==> config.mk <==
export PLATFORM = sky130hd
export DESIGN_NAME = prog_ram
export DESIGN_NICKNAME = d
export VERILOG_FILES = /design/src/rtl/prog_pkg.sv /design/src/rtl/prog_ram_loader.sv /design/src/rtl/prog_ram.sv
export SDC_FILE = /design/constraint.sdc
export NUM_CORES = 1
export LEC_CHECK = 0
export CAP_MARGIN = 15
export CORE_AREA = 2 2 112 114
export DETAILED_ROUTE_END_ITERATION = 7
export DIE_AREA = 0 0 114 116
export GPL_ROUTABILITY_DRIVEN = 0
export PLACE_DENSITY = 0.71
export SYNTH_ARGS = -nofsm -noshare
export SYNTH_HDL_FRONTEND = slang
export SYNTH_SLANG_ARGS = --single-unit
==> constraint.sdc <==
create_clock -name clk -period 2 [get_ports clk]
set_input_delay 0.5 -clock clk [delete_from_list [all_inputs] [get_ports clk]]
set_output_delay 0.5 -clock clk [all_outputs]
set_load 0.1 [all_outputs]
==> src/rtl/prog_pkg.sv <==
// Shared definitions for the program RAM: the boot image copied in on every
// reset and the controller state encoding.
package prog_pkg;

    localparam int unsigned BOOT_LEN = 6;

    // mvi R0,1 / lrotate R0 / inc R6 / mov R1,R0 / inc R1 / jmp 1
    localparam logic [7:0] BOOT_IMAGE [16] = '{
        8'hA1, 8'h78, 8'h66, 8'h08, 8'h61, 8'h91, 8'h00, 8'h00,
        8'h00, 8'h00, 8'h00, 8'h00, 8'h00, 8'h00, 8'h00, 8'h00
    };

    typedef enum logic [1:0] {
        INIT = 2'd0,
        IDLE = 2'd1,
        LOAD = 2'd2
    } ram_state_e;

    function automatic logic [7:0] boot_byte(input int unsigned idx);
        logic [7:0] val;
        if (idx < BOOT_LEN) begin
            val = BOOT_IMAGE[idx[3:0]];
        end else begin
            val = 8'h00;
        end
        return val;
    endfunction

endpackage

==> src/rtl/prog_ram_loader.sv <==
// Controller for the program RAM: boot-image copy, host streaming load and
// arbitration of the single memory write port between init, loader and CPU.
module prog_ram_loader
    import prog_pkg::*;
#(
    parameter int unsigned DATA_W = 8,
    parameter int unsigned ADDR_W = 4
) (
    input  logic              clk,
    input  logic              rst,
    input  logic              we_i,
    input  logic [ADDR_W-1:0] w_addr_i,
    input  logic [DATA_W-1:0] w_data_i,
    input  logic              ld_start_i,
    input  logic              ld_valid_i,
    input  logic [DATA_W-1:0] ld_data_i,
    output logic              busy_o,
    output logic              wr_drop_o,
    output logic              ld_ready_o,
    output logic              ld_done_o,
    output logic              mem_we_o,
    output logic [ADDR_W-1:0] mem_addr_o,
    output logic [DATA_W-1:0] mem_data_o
);

    localparam logic [ADDR_W-1:0] PTR_LAST = {ADDR_W{1'b1}};
    localparam logic [ADDR_W-1:0] PTR_ZERO = {ADDR_W{1'b0}};

    ram_state_e        state_q;
    logic [ADDR_W-1:0] ptr_q;
    logic              busy_q;
    logic              ld_ready_q;
    logic              ld_done_q;
    logic              wr_drop_q;

    logic [DATA_W-1:0] boot_s;
    logic              write_s;
    logic              accept_s;

    // Init and loader own the write port outside IDLE, so the CPU can never corrupt them.
    always_comb begin
        boot_s     = DATA_W'(boot_byte(32'(ptr_q)));
        write_s    = 1'b0;
        accept_s   = 1'b0;
        mem_addr_o = ptr_q;
        mem_data_o = boot_s;
        case (state_q)
            INIT: begin
                write_s = 1'b1;
            end
            LOAD: begin
                accept_s   = ld_valid_i & ld_ready_q;
                write_s    = accept_s;
                mem_data_o = ld_data_i;
            end
            IDLE: begin
                write_s    = we_i;
                mem_addr_o = w_addr_i;
                mem_data_o = w_data_i;
            end
            default: begin
                write_s = 1'b0;
            end
        endcase
        mem_we_o = write_s & ~rst;
    end

    // Controller state, pointer and all registered handshake/status outputs.
    always_ff @(posedge clk) begin
        if (rst) begin
            state_q    <= INIT;
            ptr_q      <= PTR_ZERO;
            busy_q     <= 1'b1;
            ld_ready_q <= 1'b0;
            ld_done_q  <= 1'b0;
            wr_drop_q  <= 1'b0;
        end else begin
            ld_done_q <= 1'b0;
            wr_drop_q <= we_i & (state_q != IDLE);
            case (state_q)
                INIT: begin
                    ptr_q <= ptr_q + 1'b1;
                    if (ptr_q == PTR_LAST) begin
                        state_q <= IDLE;
                        busy_q  <= 1'b0;
                    end
                end
                IDLE: begin
                    if (ld_start_i) begin
                        state_q    <= LOAD;
                        ptr_q      <= PTR_ZERO;
                        busy_q     <= 1'b1;
                        ld_ready_q <= 1'b1;
                    end
                end
                LOAD: begin
                    if (accept_s) begin
                        ptr_q <= ptr_q + 1'b1;
                        if (ptr_q == PTR_LAST) begin
                            state_q    <= IDLE;
                            busy_q     <= 1'b0;
                            ld_ready_q <= 1'b0;
                            ld_done_q  <= 1'b1;
                        end
                    end
                end
                default: begin
                    state_q    <= INIT;
                    ptr_q      <= PTR_ZERO;
                    busy_q     <= 1'b1;
                    ld_ready_q <= 1'b0;
                end
            endcase
        end
    end

    assign busy_o     = busy_q;
    assign wr_drop_o  = wr_drop_q;
    assign ld_ready_o = ld_ready_q;
    assign ld_done_o  = ld_done_q;

endmodule

==> src/rtl/prog_ram.sv <==
// Parametrised program/data RAM for the 4-bit CPU: memory array, read path
// (combinational or registered write-first) and the init/loader controller.
module prog_ram
    import prog_pkg::*;
#(
    parameter int unsigned DATA_W   = 8,
    parameter int unsigned ADDR_W   = 4,
    parameter int unsigned REG_READ = 0
) (
    input  logic              clk,
    input  logic              rst,
    input  logic [ADDR_W-1:0] r_addr,
    output logic [DATA_W-1:0] r_data,
    input  logic              we,
    input  logic [ADDR_W-1:0] w_addr,
    input  logic [DATA_W-1:0] w_data,
    output logic              busy,
    output logic              wr_drop,
    input  logic              ld_start,
    input  logic              ld_valid,
    output logic              ld_ready,
    input  logic [DATA_W-1:0] ld_data,
    output logic              ld_done
);

    localparam int unsigned DEPTH = 2 ** ADDR_W;

    logic [DATA_W-1:0] mem_q [DEPTH];
    logic              mem_we_s;
    logic [ADDR_W-1:0] mem_addr_s;
    logic [DATA_W-1:0] mem_data_s;

    prog_ram_loader #(
        .DATA_W (DATA_W),
        .ADDR_W (ADDR_W)
    ) u_loader (
        .clk        (clk),
        .rst        (rst),
        .we_i       (we),
        .w_addr_i   (w_addr),
        .w_data_i   (w_data),
        .ld_start_i (ld_start),
        .ld_valid_i (ld_valid),
        .ld_data_i  (ld_data),
        .busy_o     (busy),
        .wr_drop_o  (wr_drop),
        .ld_ready_o (ld_ready),
        .ld_done_o  (ld_done),
        .mem_we_o   (mem_we_s),
        .mem_addr_o (mem_addr_s),
        .mem_data_o (mem_data_s)
    );

    // Contents survive reset on purpose; INIT rewrites every word anyway.
    always_ff @(posedge clk) begin
        if (mem_we_s) begin
            mem_q[mem_addr_s] <= mem_data_s;
        end
    end

    if (REG_READ != 32'd0) begin : g_reg_read
        logic [DATA_W-1:0] r_data_q;

        // Registered read with bypass so a same-cycle write to r_addr is returned.
        always_ff @(posedge clk) begin
            if (rst) begin
                r_data_q <= {DATA_W{1'b0}};
            end else if (mem_we_s && (mem_addr_s == r_addr)) begin
                r_data_q <= mem_data_s;
            end else begin
                r_data_q <= mem_q[r_addr];
            end
        end

        assign r_data = r_data_q;
    end else begin : g_comb_read
        assign r_data = mem_q[r_addr];
    end

endmodule

==> results.py <==
metrics = {
    "critical_path": {
        "worstSetupStartpointType": "input pin",
        "crit_slowest_cell": "sky130_fd_sc_hd__mux4_2",
        "worst_path_largest_cell_delay_ns": 0.54,
        "worst-path-max-fanout": 7,
        "path_cells": "buf_16 -> buf_16 -> mux4_2 -> a22oi_2 -> nand2_4 -> buf_12",
        "cp.arrival_ns": 1.80,
        "required_ns": 1.50,
        "setup.worst_path.class": "input pin to output port",
        "critical_path.endpoint_type": "output port",
        "most_frequent_cell_on_critical_path": "sky130_fd_sc_hd__buf_16",
    },
    "timing": {
        "clock.fmax_mhz": 436,
        "final_hold_violation_count": 0,
        "rsz_0062_raised_after_global_routing": "true",
        "layout_setup_ws_ns": -0.296,
        "final.min_clock_period_ns": 2.30,
        "finalClockSkew_ns": 0.00927,
        "setup_viol": 21,
        "fin_tns_setup_ns": -2.34,
        "transition_time_at_the_pin_with_the_least_slew_margin_ns": 0.684,
        "final_number_of_max_transition_violations": 0,
        "max_slew_margin": 0.544,
        "fin_hold_ws_ns": 0.459,
        "fin_crit_sh": 1.15,
    },
    "yosys": {
        "synthesis.area_um2": 5900,
        "async_reset_ff_frac": 0,
        "synth.avg_cell_area_um2": 17.4,
        "ys_warn_count": 0,
        "synth_edf_count": 128,
        "synth-seq-cells": 138,
        "synthDistinctLibCells": 43,
        "synth-main-ff-cell": "sky130_fd_sc_hd__edfxtp_1",
        "synth.top_cell.area_share": 0.652,
        "leading_post_synthesis_cells_by_instance_count": "sky130_fd_sc_hd__edfxtp_1 (128), sky130_fd_sc_hd__nor2_1 (27), sky130_fd_sc_hd__nand2_1 (19)",
        "most_repeated_cell_in_the_gate_level_netlist_after_synthesis": "sky130_fd_sc_hd__edfxtp_1",
        "yosys-top-cells-area": "sky130_fd_sc_hd__edfxtp_1 (65%), sky130_fd_sc_hd__mux4_2 (6.9%), sky130_fd_sc_hd__mux4_1 (6.2%)",
        "synthesis.instances": 338,
        "mappedNetlistNets": 377,
        "ys_seq_area_frac": 0.686,
        "yosysTopAreaCell": "sky130_fd_sc_hd__edfxtp_1",
    },
    "cts": {
        "clock-root-buffer": "sky130_fd_sc_hd__clkbuf_16",
        "cts_buffers": 17,
        "worst_setup_hold_path_clk_slew_ns": 0.05,
        "cts_max_path_bufs": 2,
        "number_of_clock_sinks": 138,
        "cts_tree": "done",
        "ctsHtreeMaxLevel": 4,
        "postCtsHoldBufs": 0,
        "clk_latency_ns": 0.41,
    },
    "floorplan": {
        "floorplan.core_area_um2": 11900,
        "ios": 41,
        "floorplan.initialDensity": 0.495,
        "die-area_um2": 13200,
        "die_width_um": 114,
        "num_rows": 40,
        "die_height_um": 116,
    },
    "drt": {
        "ant_nets": 0,
        "detail_route.vias_per_cell": 5.72,
        "drt-initial-drc-count": 343,
        "routed-via-count": 3454,
        "drt-wirelength-per-cell_um": 22.3,
        "drc": 0,
        "totalWireLength_um": 13500,
        "drt_first_pass_iters": 4,
    },
    "cells_and_area": {
        "syn_to_final_growth_pct": 37.4,
        "layout.nets": 486,
        "num_antenna_cells": 0,
        "final_layout_size_suffix_gt1_frac": 0.444,
        "seq_area_um2": 4050,
        "multi_input_comb_area_um2": 2060,
        "number_of_filler_cells_placed_in_the_layout": 771,
    },
    "place": {
        "hpwlAfterDp_um": 8800,
        "place_ws_ns": -0.787,
        "placement.io_buffers": 40,
    },
    "grt": {
        "globalRouteOverflowTotal": 0,
        "grt_pass1_wl_um": 20900,
        "largest_net_degree_at_the_start_of_global_routing": 17,
        "via_count_of_the_first_global_routing_pass": 3657,
        "all_layer_gr_usage": 0.222,
        "grt_antenna_before_repair": 0,
    },
    "pwr": {
        "max-vdd-ir-drop_mv": 0.549,
        "power_dens_cells_nw_per_um2": 856,
        "design_power_total_mw": 6.93,
        "total_leakage_power_nw": 2.79,
    },
    "status": {
        "status": "finished with violations",
        "violations": "negative setup slack",
    },
    "worst_hold_path": {
        "timing.hold.worst.class": "flip-flop to flip-flop",
    },
    "run": {
        "drv.max_cap_violation_count": 0,
    },
}
[critical path, delay by kind of cell]
kind,cells,cell delay [ns]
AO/OA/AOI/OAI,1,0.23
AND/OR/NAND/NOR,1,0.07
multiplexers,1,0.54
buffers and inverters,3,0.44
[through the flow]
step / std cells / util / area, um2
floorplan: 338 / - / 6110
global placement: 568 / 0.607 / 7230
detailed placement: 568 / 0.607 / 7230
CTS: 604 / 0.672 / 8010
global route: 604 / 0.680 / 8100
finish: 604 / 0.680 / 8100
[report_power, final]
group          leakage (nW)  total [mW]  switching, mW  internal (mW)
Sequential             1.24        3.30         0.0145           3.28
Combinational          1.30       0.934          0.527          0.407
Clock                 0.243        2.70           1.03           1.67
[kinds of logic after synthesis]
family,after synthesis,share of synthesized area
and+or+nand+nor,77,0.0637
muxes,35,0.136
buffers and inverters,24,0.0244
AOI/OAI and AO/OA,51,0.0639
xor gates and xnor gates,3,0.00446
DFF,138,0.686
adders and majority gates,10,0.0212
[worst paths after layout]
kind                                         start                            to  slack (ns)  cells past startpoint
setup / recovery                         r_addr[0]                     r_data[4]       -0.30                      6
hold / removal        u_loader.busy_o$_SDFFE_PP1P_  u_loader.busy_o$_SDFFE_PP1P_        0.46                      1
setup reg to reg  u_loader.state_q[0]$_SDFFE_PP0P_        mem_q[15][6]$_DFFE_PP_       -0.01                      7
hold reg to reg       u_loader.busy_o$_SDFFE_PP1P_  u_loader.busy_o$_SDFFE_PP1P_        0.46                      1
[layer usage]
| metal | GRT usage | vias up | routed length, um |
|---|---|---|---|
| li1 | - | 1570 | - |
| met1 | 0.279 | 1767 | 5200 |
| met2 | 0.375 | 105 | 7210 |
| met3 | 0.0528 | 12 | 874 |
| met4 | 0.0894 | 0 | 179 |
| met5 | 0 | - | 0 |
[what timing repair did]
item	4_1_cts	5_1_grt
setup endpoints to repair	174	178
buffers inserted	4	1
gates cloned	3	0
resized for setup	52	27
pin swaps	11	17
[layout make-up]
class                   instances  share of cell area
repair buffers                108               0.159
well taps                     147              0.0227
flip-flops and latches        138               0.500
inverters                       6             0.00309
clock inverters                 6             0.00633
multi-input cells             176               0.254
clock buffers                  23              0.0553
[sequential cells by signal (all words and copies together) (netlist names)]
signal	flops
mem_q	128
u_loader.busy_o	1
u_loader.ld_done_o	1
u_loader.ld_ready_o	1
u_loader.ptr_q	4
u_loader.state_q	2
u_loader.wr_drop_o	1
[cell usage in the layout, fill, tap and decap left out, drive strengths merged, types with 2 or more instances in the layout]
cell           Yosys  routed
mux2i              2       2
clkdlybuf4s50      0      24
a21o               3       3
a22o              10      10
nand3              4       4
inv                6       6
ha                10      10
clkinv             0       5
clkbuf             4      23
a22oi             17      17
a21oi              6       6
dfxtp             10      10
dlygate4sd2        0       2
nor2              27      27
nor3b              4       4
nand2             19      19
edfxtp           128     128
and3               2       2
nor3               5       5
buf               11      81
nand3b             4       4
mux4              32      32
nor2b              4       4
xnor2              3       3
o31ai              3       3
o21ai              5       5
Note: power is estimated with default switching activity, not from simulation.
